==> config.mk <==
export PLATFORM = sky130hd
export DESIGN_NAME = nios2_oci_dct_capture
export DESIGN_NICKNAME = d
export VERILOG_FILES = /design/src/rtl/nios2_oci_dct_pkg.sv /design/src/rtl/nios2_oci_dct_fifo.sv /design/src/rtl/nios2_oci_dct_capture.sv
export SDC_FILE = /design/constraint.sdc
export NUM_CORES = 1
export LEC_CHECK = 0
export CORE_MARGIN = 5
export CORE_UTILIZATION = 35
export DETAILED_ROUTE_END_ITERATION = 16
export HOLD_SLACK_MARGIN = 0.08
export PLACE_DENSITY = 0.52
export SKIP_LAST_GASP = 1
export SLEW_MARGIN = 20
export SYNTH_ARGS = -nofsm -noshare
export SYNTH_HDL_FRONTEND = slang
export SYNTH_SLANG_ARGS = --single-unit
==> constraint.sdc <==
create_clock -name clk -period 6.4 [get_ports clk]
set_input_delay 0.64 -clock clk [delete_from_list [all_inputs] [get_ports clk]]
set_output_delay 0.64 -clock clk [all_outputs]
set_load 0.02 [all_outputs]
==> src/rtl/nios2_oci_dct_pkg.sv <==
// Shared types and helpers for the Nios II OCI DCT capture engine.
package nios2_oci_dct_pkg;

    typedef enum logic [1:0] {
        ST_RUN   = 2'd0,
        ST_FLUSH = 2'd1,
        ST_DONE  = 2'd2
    } dct_state_e;

    // Limits a reported lane count to the number of lanes physically present.
    function automatic int unsigned clamp_lanes(input int unsigned count, input int unsigned lanes);
        return (count > lanes) ? lanes : count;
    endfunction

endpackage

==> src/rtl/nios2_oci_dct_fifo.sv <==
// Synchronous FIFO for packed DCT entries: registered level, full/empty flags,
// no write-to-read pass-through, synchronous clear for abort.
module nios2_oci_dct_fifo #(
    parameter int WIDTH = 8,
    parameter int DEPTH = 8
) (
    input  logic                       clk,
    input  logic                       reset,
    input  logic                       clr,
    input  logic                       push,
    input  logic [WIDTH-1:0]           push_data,
    input  logic                       pop,
    output logic [WIDTH-1:0]           pop_data,
    output logic [$clog2(DEPTH+1)-1:0] level,
    output logic                       full,
    output logic                       empty
);

    localparam int AW    = $clog2(DEPTH);
    localparam int LVL_W = $clog2(DEPTH+1);

    logic [WIDTH-1:0] mem [DEPTH];
    logic [AW-1:0]    wr_ptr_reg;
    logic [AW-1:0]    rd_ptr_reg;
    logic [LVL_W-1:0] level_reg;
    logic             push_ok;
    logic             pop_ok;

    assign full     = (level_reg == LVL_W'(DEPTH));
    assign empty    = (level_reg == '0);
    assign push_ok  = push && !full;
    assign pop_ok   = pop && !empty;
    assign pop_data = mem[rd_ptr_reg];
    assign level    = level_reg;

    always_ff @(posedge clk) begin
        if (push_ok) begin
            mem[wr_ptr_reg] <= push_data;
        end
    end

    always_ff @(posedge clk or posedge reset) begin
        if (reset) begin
            wr_ptr_reg <= '0;
            rd_ptr_reg <= '0;
            level_reg  <= '0;
        end else if (clr) begin
            wr_ptr_reg <= '0;
            rd_ptr_reg <= '0;
            level_reg  <= '0;
        end else begin
            if (push_ok) begin
                wr_ptr_reg <= wr_ptr_reg + AW'(1);
            end
            if (pop_ok) begin
                rd_ptr_reg <= rd_ptr_reg + AW'(1);
            end
            case ({push_ok, pop_ok})
                2'b10:   level_reg <= level_reg + LVL_W'(1);
                2'b01:   level_reg <= level_reg - LVL_W'(1);
                default: level_reg <= level_reg;
            endcase
        end
    end

endmodule

==> src/rtl/nios2_oci_dct_capture.sv <==
// DCT capture engine: buffers packed multi-lane words and serialises them lane
// by lane. Optional per-word capture timestamp under DCT_CAPTURE_TS_EN.
module nios2_oci_dct_capture
    import nios2_oci_dct_pkg::*;
#(
    parameter int LANE_W = 10,
    parameter int LANES  = 3,
    parameter int CNT_W  = 4,
    parameter int DEPTH  = 8,
    parameter int DROP_W = 16,
    parameter int TS_W   = 32
) (
    input  logic                       clk,
    input  logic                       reset,
    input  logic                       dct_valid,
    input  logic [LANES*LANE_W-1:0]    dct_buffer,
    input  logic [CNT_W-1:0]           dct_count,
    input  logic                       test_ending,
    input  logic                       test_has_ended,
    output logic                       rd_valid,
    input  logic                       rd_ready,
    output logic [LANE_W-1:0]          rd_data,
    output logic                       rd_last,
    output logic [TS_W-1:0]            rd_ts,
    output logic [$clog2(DEPTH+1)-1:0] fifo_level,
    output logic [DROP_W-1:0]          drop_count,
    output logic                       done
);

    localparam int BUF_W = LANES * LANE_W;
    localparam int CW    = $clog2(LANES + 1);

`ifdef DCT_CAPTURE_TS_EN
    typedef struct packed {
        logic [CW-1:0]    count;
        logic [BUF_W-1:0] buffer;
        logic [TS_W-1:0]  ts;
    } entry_t;
`else
    typedef struct packed {
        logic [CW-1:0]    count;
        logic [BUF_W-1:0] buffer;
    } entry_t;
`endif

    localparam int ENTRY_W = $bits(entry_t);

    dct_state_e        state_reg, state_next;
    entry_t            push_entry, pop_entry, word_reg;
    logic              out_valid_reg;
    logic [CW-1:0]     lane_reg;
    logic [DROP_W-1:0] drop_reg;
    logic              fifo_full, fifo_empty;
    logic              push_req, push_en, drop_en, pop_en;
    logic              handshake, on_last, unpacker_free;
    logic [LANE_W-1:0] lane_data [LANES];

`ifdef DCT_CAPTURE_TS_EN
    logic [TS_W-1:0] ts_reg;

    always_ff @(posedge clk or posedge reset) begin
        if (reset) begin
            ts_reg <= '0;
        end else begin
            ts_reg <= ts_reg + TS_W'(1);
        end
    end
`endif

    always_comb begin
        push_entry        = '0;
        push_entry.count  = CW'(clamp_lanes(32'(dct_count), LANES));
        push_entry.buffer = dct_buffer;
`ifdef DCT_CAPTURE_TS_EN
        push_entry.ts     = ts_reg;
`endif
    end

    // A push blocked by flush/abort/done is not an overflow, so it never counts as a drop.
    assign push_req      = dct_valid && (dct_count != '0) && (state_reg == ST_RUN)
                           && !test_ending && !test_has_ended;
    assign push_en       = push_req && !fifo_full;
    assign drop_en       = push_req && fifo_full;
    assign handshake     = out_valid_reg && rd_ready;
    assign on_last       = (lane_reg == word_reg.count - CW'(1));
    assign unpacker_free = !out_valid_reg || (handshake && on_last);
    assign pop_en        = unpacker_free && !fifo_empty && (state_reg != ST_DONE) && !test_has_ended;

    nios2_oci_dct_fifo #(
        .WIDTH (ENTRY_W),
        .DEPTH (DEPTH)
    ) u_fifo (
        .clk       (clk),
        .reset     (reset),
        .clr       (test_has_ended),
        .push      (push_en),
        .push_data (push_entry),
        .pop       (pop_en),
        .pop_data  (pop_entry),
        .level     (fifo_level),
        .full      (fifo_full),
        .empty     (fifo_empty)
    );

    always_comb begin
        state_next = state_reg;
        if (test_has_ended) begin
            state_next = ST_DONE;
        end else begin
            case (state_reg)
                ST_RUN:   if (test_ending) state_next = ST_FLUSH;
                ST_FLUSH: if (fifo_empty && unpacker_free) state_next = ST_DONE;
                default:  state_next = ST_DONE;
            endcase
        end
    end

    always_ff @(posedge clk or posedge reset) begin
        if (reset) begin
            state_reg <= ST_RUN;
        end else begin
            state_reg <= state_next;
        end
    end

    always_ff @(posedge clk or posedge reset) begin
        if (reset) begin
            out_valid_reg <= 1'b0;
            lane_reg      <= '0;
            word_reg      <= '0;
        end else if (test_has_ended) begin
            out_valid_reg <= 1'b0;
            lane_reg      <= '0;
            word_reg      <= '0;
        end else if (pop_en) begin
            out_valid_reg <= 1'b1;
            lane_reg      <= '0;
            word_reg      <= pop_entry;
        end else if (handshake) begin
            if (on_last) begin
                out_valid_reg <= 1'b0;
            end else begin
                lane_reg <= lane_reg + CW'(1);
            end
        end
    end

    always_ff @(posedge clk or posedge reset) begin
        if (reset) begin
            drop_reg <= '0;
        end else if (drop_en && (drop_reg != '1)) begin
            drop_reg <= drop_reg + DROP_W'(1);
        end
    end

    genvar gi;
    generate
        for (gi = 0; gi < LANES; gi++) begin : g_lane
            assign lane_data[gi] = word_reg.buffer[gi*LANE_W +: LANE_W];
        end
    endgenerate

    always_comb begin
        rd_data = '0;
        for (int i = 0; i < LANES; i++) begin
            if (lane_reg == CW'(i)) begin
                rd_data = lane_data[i];
            end
        end
    end

    assign rd_valid   = out_valid_reg;
    assign rd_last    = out_valid_reg && on_last;
    assign drop_count = drop_reg;
    assign done       = (state_reg == ST_DONE);

`ifdef DCT_CAPTURE_TS_EN
    assign rd_ts = word_reg.ts;
`else
    assign rd_ts = '0;
`endif

endmodule
==> run metrics <==
Initial Utilization=0.356; TNS Setup=0 ps; Placeable Area=36800 um2; worst-margin pin slew=approximately 1000 ps; Crit Path Class=reg2out; met1 wire length=12900 um; CTS tree=built; sequential area share after synthesis=0.707; overall power=4.30 mW; RSZ-0062 raised after global routing=false; Post-synth top cells=edfxtp_1, mux4_2, dfrtp_1; clk_skew=19.8 ps; Met2 Wirelength=about 12000 um; post-CTS sizing=0; Crit Path Max Fanout=20; synthesized area=~13000 um2; Leakage=5.09 nW; largest net degree at the start of global routing=69; asr flop ratio synth=0.197; fmax=272 MHz; CP Launch Type=register; total track usage=0.130; crit path DAT=slightly above 3000 ps; Clk Tree Root Cell=clkbuf_16; CP required=5760 ps; fin crit period=3670 ps; final setup violation count=0; 1st-pass router iterations=4; Detail Placement HPWL=15700 um; drt wl/cell=20.1 um; Initial DRC Count=345; post-route ant nets=0; flops & latches, synth=319; ys flop type=edfxtp_1; die extent in y=slightly above 200 um; met3 wire length=1320 um; top-area cell type share of the netlist area=0.586; Die ar.=41400 um2; leading area contributor after synthesis=edfxtp_1; Post-synth EDFFs=256; flop-to-flop setup slack=3110 ps; max-slew violation count=0; share of cells above drive strength 1=0.182; endpoint class of the critical path=primary output; Setup Fix Bufs, Post-CTS=0; Synthesis Warnings=0; status=finished clean; max-cap violations=0; routability congestion estimate=0.722; TritonCTS Buffers=37; Sequential Power Share=0.521; initial antenna violation count=0; clock sinks=319; Ports=105; Worst-path clk slew=around 60 ps; diodes inserted=0; Synth cell types=53; power density cells=278 nW/um2; synth top area cells=edfxtp_1, dfrtp_1, mux4_2; total gr overflow=0; Internal Power=~3.4 mW; IR drop worst, VDD=approximately 0.00016 V; row count=70; Worst slew margin=0.321; net switching power=0.868 mW; number of port buffers=72; hold_buf cts=0; global-route wire length before repair=a little over 40000 um; Clk pwr share=0.461; final hold vios=0; worst skew pair latency=530 ps; via count=6709; DR top layer=met4; nets@finish=893; fillers=approximately 3300; sw frac=0.202; number of remaining DRC errors=0; clk buf depth=3; Largest register FFs=256; top-count cell post-synth=edfxtp_1; vias in the first global route=6889; period utilisation layout=0.574; area grow syn2layout=17.8%; Synth Instances=761; power share of the combinational group=0.018; htree depth=2; worst min path class=reg2reg; DIE WIDTH=204 um; syn avg cell area=17.2 um2; vias per cell=between 5 and 6; largest register by flop count=u_fifo.mem; Post-Route WL=27000 um
-- critical path: stages, from the launching register on --
cell             delay [ps]
dfrtp_1                 470
ha_1                    690
a21oi_1                 150
o21ai_0                 490
clkdlybuf4s50_1         710
-- area by class of cell --
cell class,count,area (um2),share of cell area
well taps,468,586,0.0379
inverters,6,22.5,0.00146
clock inverters,13,116,0.00753
flip-flops and latches,319,9270,0.600
repair buffers,87,841,0.0544
clock buffers,54,1030,0.0667
multi-input cells,394,3580,0.232
-- layer usage --
metal  global-route usage  vias up
li1                     -     3077
met1                0.189     3427
met2                0.201      166
met3               0.0243       39
met4               0.0347        0
met5                    0        -
-- worst paths after layout --
path	startpoint	endpoint	cells after the start
worst max register to register	u_fifo.level[1]$_DFFE_PP0P_	u_fifo.level[3]$_DFFE_PP0P_	9
worst min register to register	drop_count[8]$_DFFE_PP0P_	drop_count[8]$_DFFE_PP0P_	1
worst min-delay path	drop_count[8]$_DFFE_PP0P_	drop_count[8]$_DFFE_PP0P_	1
max in group asynchronous	reset	u_fifo.rd_ptr_reg[0]$_DFFE_PP0P_	3
worst max-delay path	lane_reg[0]$_DFFE_PP0P_	rd_data[3]	4
min in group asynchronous	reset	drop_count[5]$_DFFE_PP0P_	3
-- layout by cell type (no fill, tap or decap), drive strengths merged, types with 3 or more instances in the layout --
| master | instances |
|---|---|
| edfxtp | 256 |
| clkdlybuf4s50 | 71 |
| mux4 | 64 |
| dfrtp | 63 |
| nor2 | 62 |
| clkbuf | 54 |
| mux2i | 36 |
| nand2 | 35 |
| a211oi | 33 |
| conb | 32 |
| a21oi | 16 |
| buf | 16 |
| o21ai | 13 |
| nor3 | 12 |
| xor2 | 11 |
| clkinv | 11 |
| xnor2 | 10 |
| ha | 8 |
| inv | 7 |
| nor2b | 6 |
| nand4 | 6 |
| and3 | 6 |
| nand3 | 5 |
| mux2 | 4 |
| nand3b | 3 |
| or3 | 3 |
| nand2b | 3 |
| nor4 | 3 |
| or2 | 3 |
-- kinds of logic after synthesis --
family	share of synthesized area
xor gates and xnor gates	0.0140
other	0.000286
muxes	0.141
AOI/OAI and AO/OA	0.0363
and+or+nand+nor	0.0598
adders and majority gates	0.00763
buffers and inverters	0.0345
DFF	0.707
-- power by group through the flow --
stage | Sequential, mW | Combinational (mW) | Clock [mW]
global placement | 2.28 | 0.0770 | 0
global route | 2.24 | 0.0849 | 2.13
detailed placement | 2.28 | 0.0790 | 0
floorplan | 2.29 | 0.0431 | 0
CTS | 2.24 | 0.0790 | 2.04
finish | 2.24 | 0.0772 | 1.98
-- per-stage QoR --
| step | hold WS, ps | cells | utilization | worst slack [ps] | cell area (um2) |
|---|---|---|---|---|---|
| finish | 482 | 1341 | 0.420 | 2730 | 15400 |
| global route | 508 | 1341 | 0.420 | 2550 | 15400 |
| CTS | 492 | 1341 | 0.420 | 2690 | 15400 |
| detailed placement | 484 | 1274 | 0.389 | 2640 | 14300 |
| global placement | 484 | 1273 | 0.388 | 2640 | 14300 |
| floorplan | 507 | 792 | - | 2010 | 13200 |
Power figures use the tool's default switching activity.
==> RTL edit 1, RTL diff (config.mk and constraints unchanged) <==
Re-encode `dct_state_e` (3 states) as one-hot, 3 bits wide.
--- a/src/rtl/nios2_oci_dct_pkg.sv
+++ b/src/rtl/nios2_oci_dct_pkg.sv
@@ -1,10 +1,10 @@
 // Shared types and helpers for the Nios II OCI DCT capture engine.
 package nios2_oci_dct_pkg;
 
-    typedef enum logic [1:0] {
-        ST_RUN   = 2'd0,
-        ST_FLUSH = 2'd1,
-        ST_DONE  = 2'd2
+    typedef enum logic [2:0] {
+        ST_RUN   = 3'b001,
+        ST_FLUSH = 3'b010,
+        ST_DONE  = 3'b100
     } dct_state_e;
 
     // Limits a reported lane count to the number of lanes physically present.
Check against the original RTL: no difference found for any inputs over 4 cycles, from zero or initial values and one cycle with reset high; so few cycles prove little.
==> RTL edit 1 against the unedited design <==
Combinational power fell by 0.5%. Via count fell by 0.24%. Utilization fell by 0.57 points. Fmax rose by 1.2%. Design area rose by 0.29%. Sequential cell count rose by 1. Wire length rose by 1.5%. First-iteration DRC count fell by 2.9%. Worst setup slack improved by 0.044 ns. Power fell by 2.4%. Count of clock-buffer cells in the layout fell by 4. Synthesized area rose by 0.52%. Largest power group unchanged.
==> RTL edit 1: results (changes against the unedited design) <==
| Metric | Value |
|---|---|
| Pre-CTS setup slack | `2.725 ns (+0.08021 ns)` |
| Critical path origin | `lane_reg[1]$_DFFE_PP0P_` |
| Met1 global-route usage | `18.86% (-0.073 points)` |
| Post-synth ARST share | `20.00% (+0.25 points)` |
| Reg-to-reg setup timing slack | `3.48 ns (+0.37 ns)` |
| Worst hold slack | `0.5365 ns (+0.05442 ns)` |
| Clock power frac | `44.6% (-1.5 points)` |
| All-Layer GR Usage | `13.20% (+0.22 points)` |
| Num CTS Buffers | `36 (-2.7%)` |
| VDD IR-drop max | `0.0001830 V (+17%)` |
| Crit path arrival time | `2.99 ns (-0.04 ns)` |
| Post-synthesis sequential area ratio | `70.49% (-0.16 points)` |
| Initial DRC count | `335 (-2.9%)` |
| Buffers excl. clock | `88 (+1.1%)` |
| Vias in the first global route | `7040 (+2.2%)` |
| Hold wc startpoint | `drop_count[10]$_DFFE_PP0P_` |
| Footprint of the multi-input gates | `0.003628 mm² (+1.3%)` |
| Clkbuf count | `50 (-7.4%)` |
| Outcome | `finished, final reports clean` |
| Average routed wire per standard cell | `19.75 µm (-1.9%)` |
| RD Place Congestion | `0.7028 (-2.6%)` |
| Cell area after layout | `0.01549 mm² (+0.29%)` |
| Pwr/cell area | `270.9 mW/mm² (-2.7%)` |
| Sequential cell area share | `60.00% (about the same)` |
| Post-Route WL | `27.39 mm (+1.5%)` |
| Clock-cell share | `6.839% (-0.59 points)` |
| WL met3 | `1.144 mm (-13%)` |
| Largest net degree at the start of global routing | `79 (+14%)` |
| Met2 wire len | `13.07 mm (+6.4%)` |
| WL met1 | `12.63 mm (-1.8%)` |
| Vias | `6693 (-0.24%)` |
RTL edit 1: cell types whose count changed after synthesis, moves of 4 or more:
cell	delta
a21oi_1	+4
a31oi_1	+6
clkbuf_1	-4
nand3_1	+5
nor2b_1	-4
nor3_2	-4
xor2_1	-4
RTL edit 1: worst max path at each step:
stage | cells past startpoint | endpoint | slack [ns]
final | 5 | rd_data[8] | 2.77
after global routing | 5 | rd_data[8] | 2.61
after CTS | 5 | rd_data[8] | 2.76
after detailed placement | 6 | u_fifo.mem[6][15]$_DFFE_PP_ | 2.72
after global placement | 6 | u_fifo.mem[6][28]$_DFFE_PP_ | 2.78
after floorplan | 5 | u_fifo.mem[0][0]$_DFFE_PP_ | 2.29
RTL edit 1: cells by family after synthesis:
group           share of synthesized area, %
buf+inv                                3.332
simple gates                           5.981
compound gates                         4.035
xor+xnor                               1.291
mux                                    14.08
other cells                          0.02845
flops                                  70.49
fa+ha+maj                             0.7595
==> RTL edit 2, RTL diff (same settings) <==
Made on the original files. `TS_W`: 32 -> 16.
--- a/src/rtl/nios2_oci_dct_capture.sv
+++ b/src/rtl/nios2_oci_dct_capture.sv
@@ -8,7 +8,7 @@
     parameter int CNT_W  = 4,
     parameter int DEPTH  = 8,
     parameter int DROP_W = 16,
-    parameter int TS_W   = 32
+    parameter int TS_W   = 16
 ) (
     input  logic                       clk,
     input  logic                       reset,
Ports: changed (resized rd_ts); port bits go from 105 to 89. No check against the original RTL was run, so the function may have changed too.
==> RTL edit 2 against the unedited design <==
Clock skew rose by 0.0045 ns. Design area fell by 0.19%. Worst setup slack got worse by 0.11 ns. Sequential cell count did not move. Wire length rose by 0.82%. Utilization rose by 0.12 points. Synthesized area fell by 0.92%. Power rose by 1.3%. Critical endpoint unchanged. Largest power group unchanged. Highest routed layer unchanged.
==> RTL edit 2: results (changes against the unedited design) <==
| Metric | Value |
|---|---|
| Layout cell share with drive strength beyond 1 | `19.49% (+1.3 points)` |
| Cell variety after synth | `53 (unchanged)` |
| VDD IR-drop max | `0.0002020 V (+29%)` |
| Post-synth ARST share | `19.75% (unchanged)` |
| HP Class | `register to register` |
| Post-synth top cells | `edfxtp_1, mux4_2, dfrtp_1, nor2_1, mux2i_1` |
| CTS resizes | `0 (unchanged)` |
| Grt total ovfl | `0 (unchanged)` |
| HPWL Detailed | `16.15 mm (+2.7%)` |
| Tightest Pin Transition | `0.9819 ns (-0.03599 ns)` |
| RD Place Congestion | `0.7029 (-2.6%)` |
| Outcome | `finished, final reports clean` |
| First-pass iteration count of the detailed router | `4 (unchanged)` |
| Vias in the first global route | `7095 (+3.0%)` |
| Lkg Pwr | `5.073 nW (-0.43%)` |
| Root Buffer | `clkbuf_16` |
| Initial antenna violation count | `0 (unchanged)` |
| Post-synthesis sequential area ratio | `71.31% (+0.65 points)` |
| Cts hold-fix bufs | `0 (unchanged)` |
| Register bank with the most flops | `u_fifo.mem` |
| Crit path arrival time | `3.14 ns (+0.11 ns)` |
| Clock skew | `0.02430 ns (+0.004472 ns)` |
| Layout Nets | `877 (-1.8%)` |
| Synthesis Warnings | `0 (unchanged)` |
| Top post-synthesis cells by area | `edfxtp_1, dfrtp_1, mux4_2, mux2i_1, a211oi_1` |
| Fillcell total | `3265 (-1.5%)` |
| Worst-path clk slew | `0.06 ns (about the same)` |
| Post-CTS Setup Inserts | `0 (unchanged)` |
| All-Layer GR Usage | `13.30% (+0.33 points)` |
| First-pass GRT wire length | `42.64 mm (+2.6%)` |
| Ys flop type | `edfxtp_1` |
| Largest net degree at the start of global routing | `70 (+1.4%)` |
| # port buffers | `72 (unchanged)` |
| Ant. Diodes | `0 (unchanged)` |
| Max FFs per register | `256 (unchanged)` |
| H-tree Lvls | `2 (unchanged)` |
| Hold Vio Cnt, Final | `0 (unchanged)` |
| Num CTS Buffers | `36 (-2.7%)` |
| Vias per cell | `5.026 (+0.45%)` |
| Post-Route WL | `27.21 mm (+0.82%)` |
| Worst-path fanout max | `20 (unchanged)` |
| Worst-Skew Late Latency | `0.54 ns` |
| Initial DRC count | `381 (+10%)` |
| Longest Clk Path Bufs | `3 (unchanged)` |
| EDFF count, synth | `256 (unchanged)` |
[RTL edit 2: where the power goes]
| part | leakage, nW | switching, mW | total, mW | internal (mW) |
|---|---|---|---|---|
| sequential | 3.17 | 0.000110 | 2.24 | 2.24 |
| clock | 0.583 | 0.840 | 2.05 | 1.21 |
| combinational | 1.32 | 0.0462 | 0.0687 | 0.0225 |
[RTL edit 2: kinds of logic after synthesis]
| group | synth area share [%] |
|---|---|
| DFF | 71.31 |
| adders and majority gates | 0.7705 |
| buffers and inverters | 2.562 |
| and+or+nand+nor | 6.039 |
| other | 0.02887 |
| AOI/OAI and AO/OA | 3.660 |
| muxes | 14.22 |
| xor gates and xnor gates | 1.416 |
[RTL edit 2: worst paths after layout]
path	startpoint	to	slack, ns	cells after the start
min in group asynchronous	reset	u_fifo.level[1]$_DFFE_PP0P_	0.69	3
max in group asynchronous	reset	u_fifo.rd_ptr_reg[0]$_DFFE_PP0P_	5.08	3
setup / recovery	lane_reg[0]$_DFFE_PP0P_	rd_data[3]	2.62	4
hold / removal	drop_count[8]$_DFFE_PP0P_	drop_count[8]$_DFFE_PP0P_	0.49	1
hold reg to reg	drop_count[8]$_DFFE_PP0P_	drop_count[8]$_DFFE_PP0P_	0.49	1
setup reg to reg	u_fifo.level[1]$_DFFE_PP0P_	u_fifo.level[3]$_DFFE_PP0P_	3.05	9
[RTL edit 2: layer usage]
layer / vias to the layer above / routed length, µm / GRT usage, %
li1: 3055 / - / -
met1: 3402 / 12140 / 18.99
met2: 163 / 12660 / 20.88
met3: 39 / 1879 / 2.955
met4: 0 / 534 / 3.468
met5: - / 0 / 0
[RTL edit 2: metrics by stage]
stage          cell area [µm²]  setup slack [ns]  hold WS (ns)  cells
6_report                 15420             2.621        0.4909   1325
5_1_grt                  15420             2.469        0.5022   1325
4_1_cts                  15420             2.685        0.4925   1325
3_5_place_dp             14240             2.665        0.4830   1259
3_3_place_gp             14240             2.698        0.4812   1259
2_1_floorplan            13050             2.008        0.5067    760
[RTL edit 2: cell type report]
type                            count  area (µm²)  share of cell area [%]
Sequential cell                   319        9270                   60.11
Multi-Input combinational cell    378        3523                   22.85
Clock buffer                       42       954.7                   6.191
Timing Repair Buffer               88       835.8                   5.420
Tap cell                          468       585.6                   3.797
Clock inverter                     24       229.0                   1.485
Inverter                            6       22.52                  0.1460
[RTL edit 2: worst max-delay path, cell delays in order (launching register included)]
cell	delay (ns)
dfrtp_1	0.47
ha_1	0.69
a21oi_1	0.16
o21ai_0	0.54
clkdlybuf4s50_1	0.75
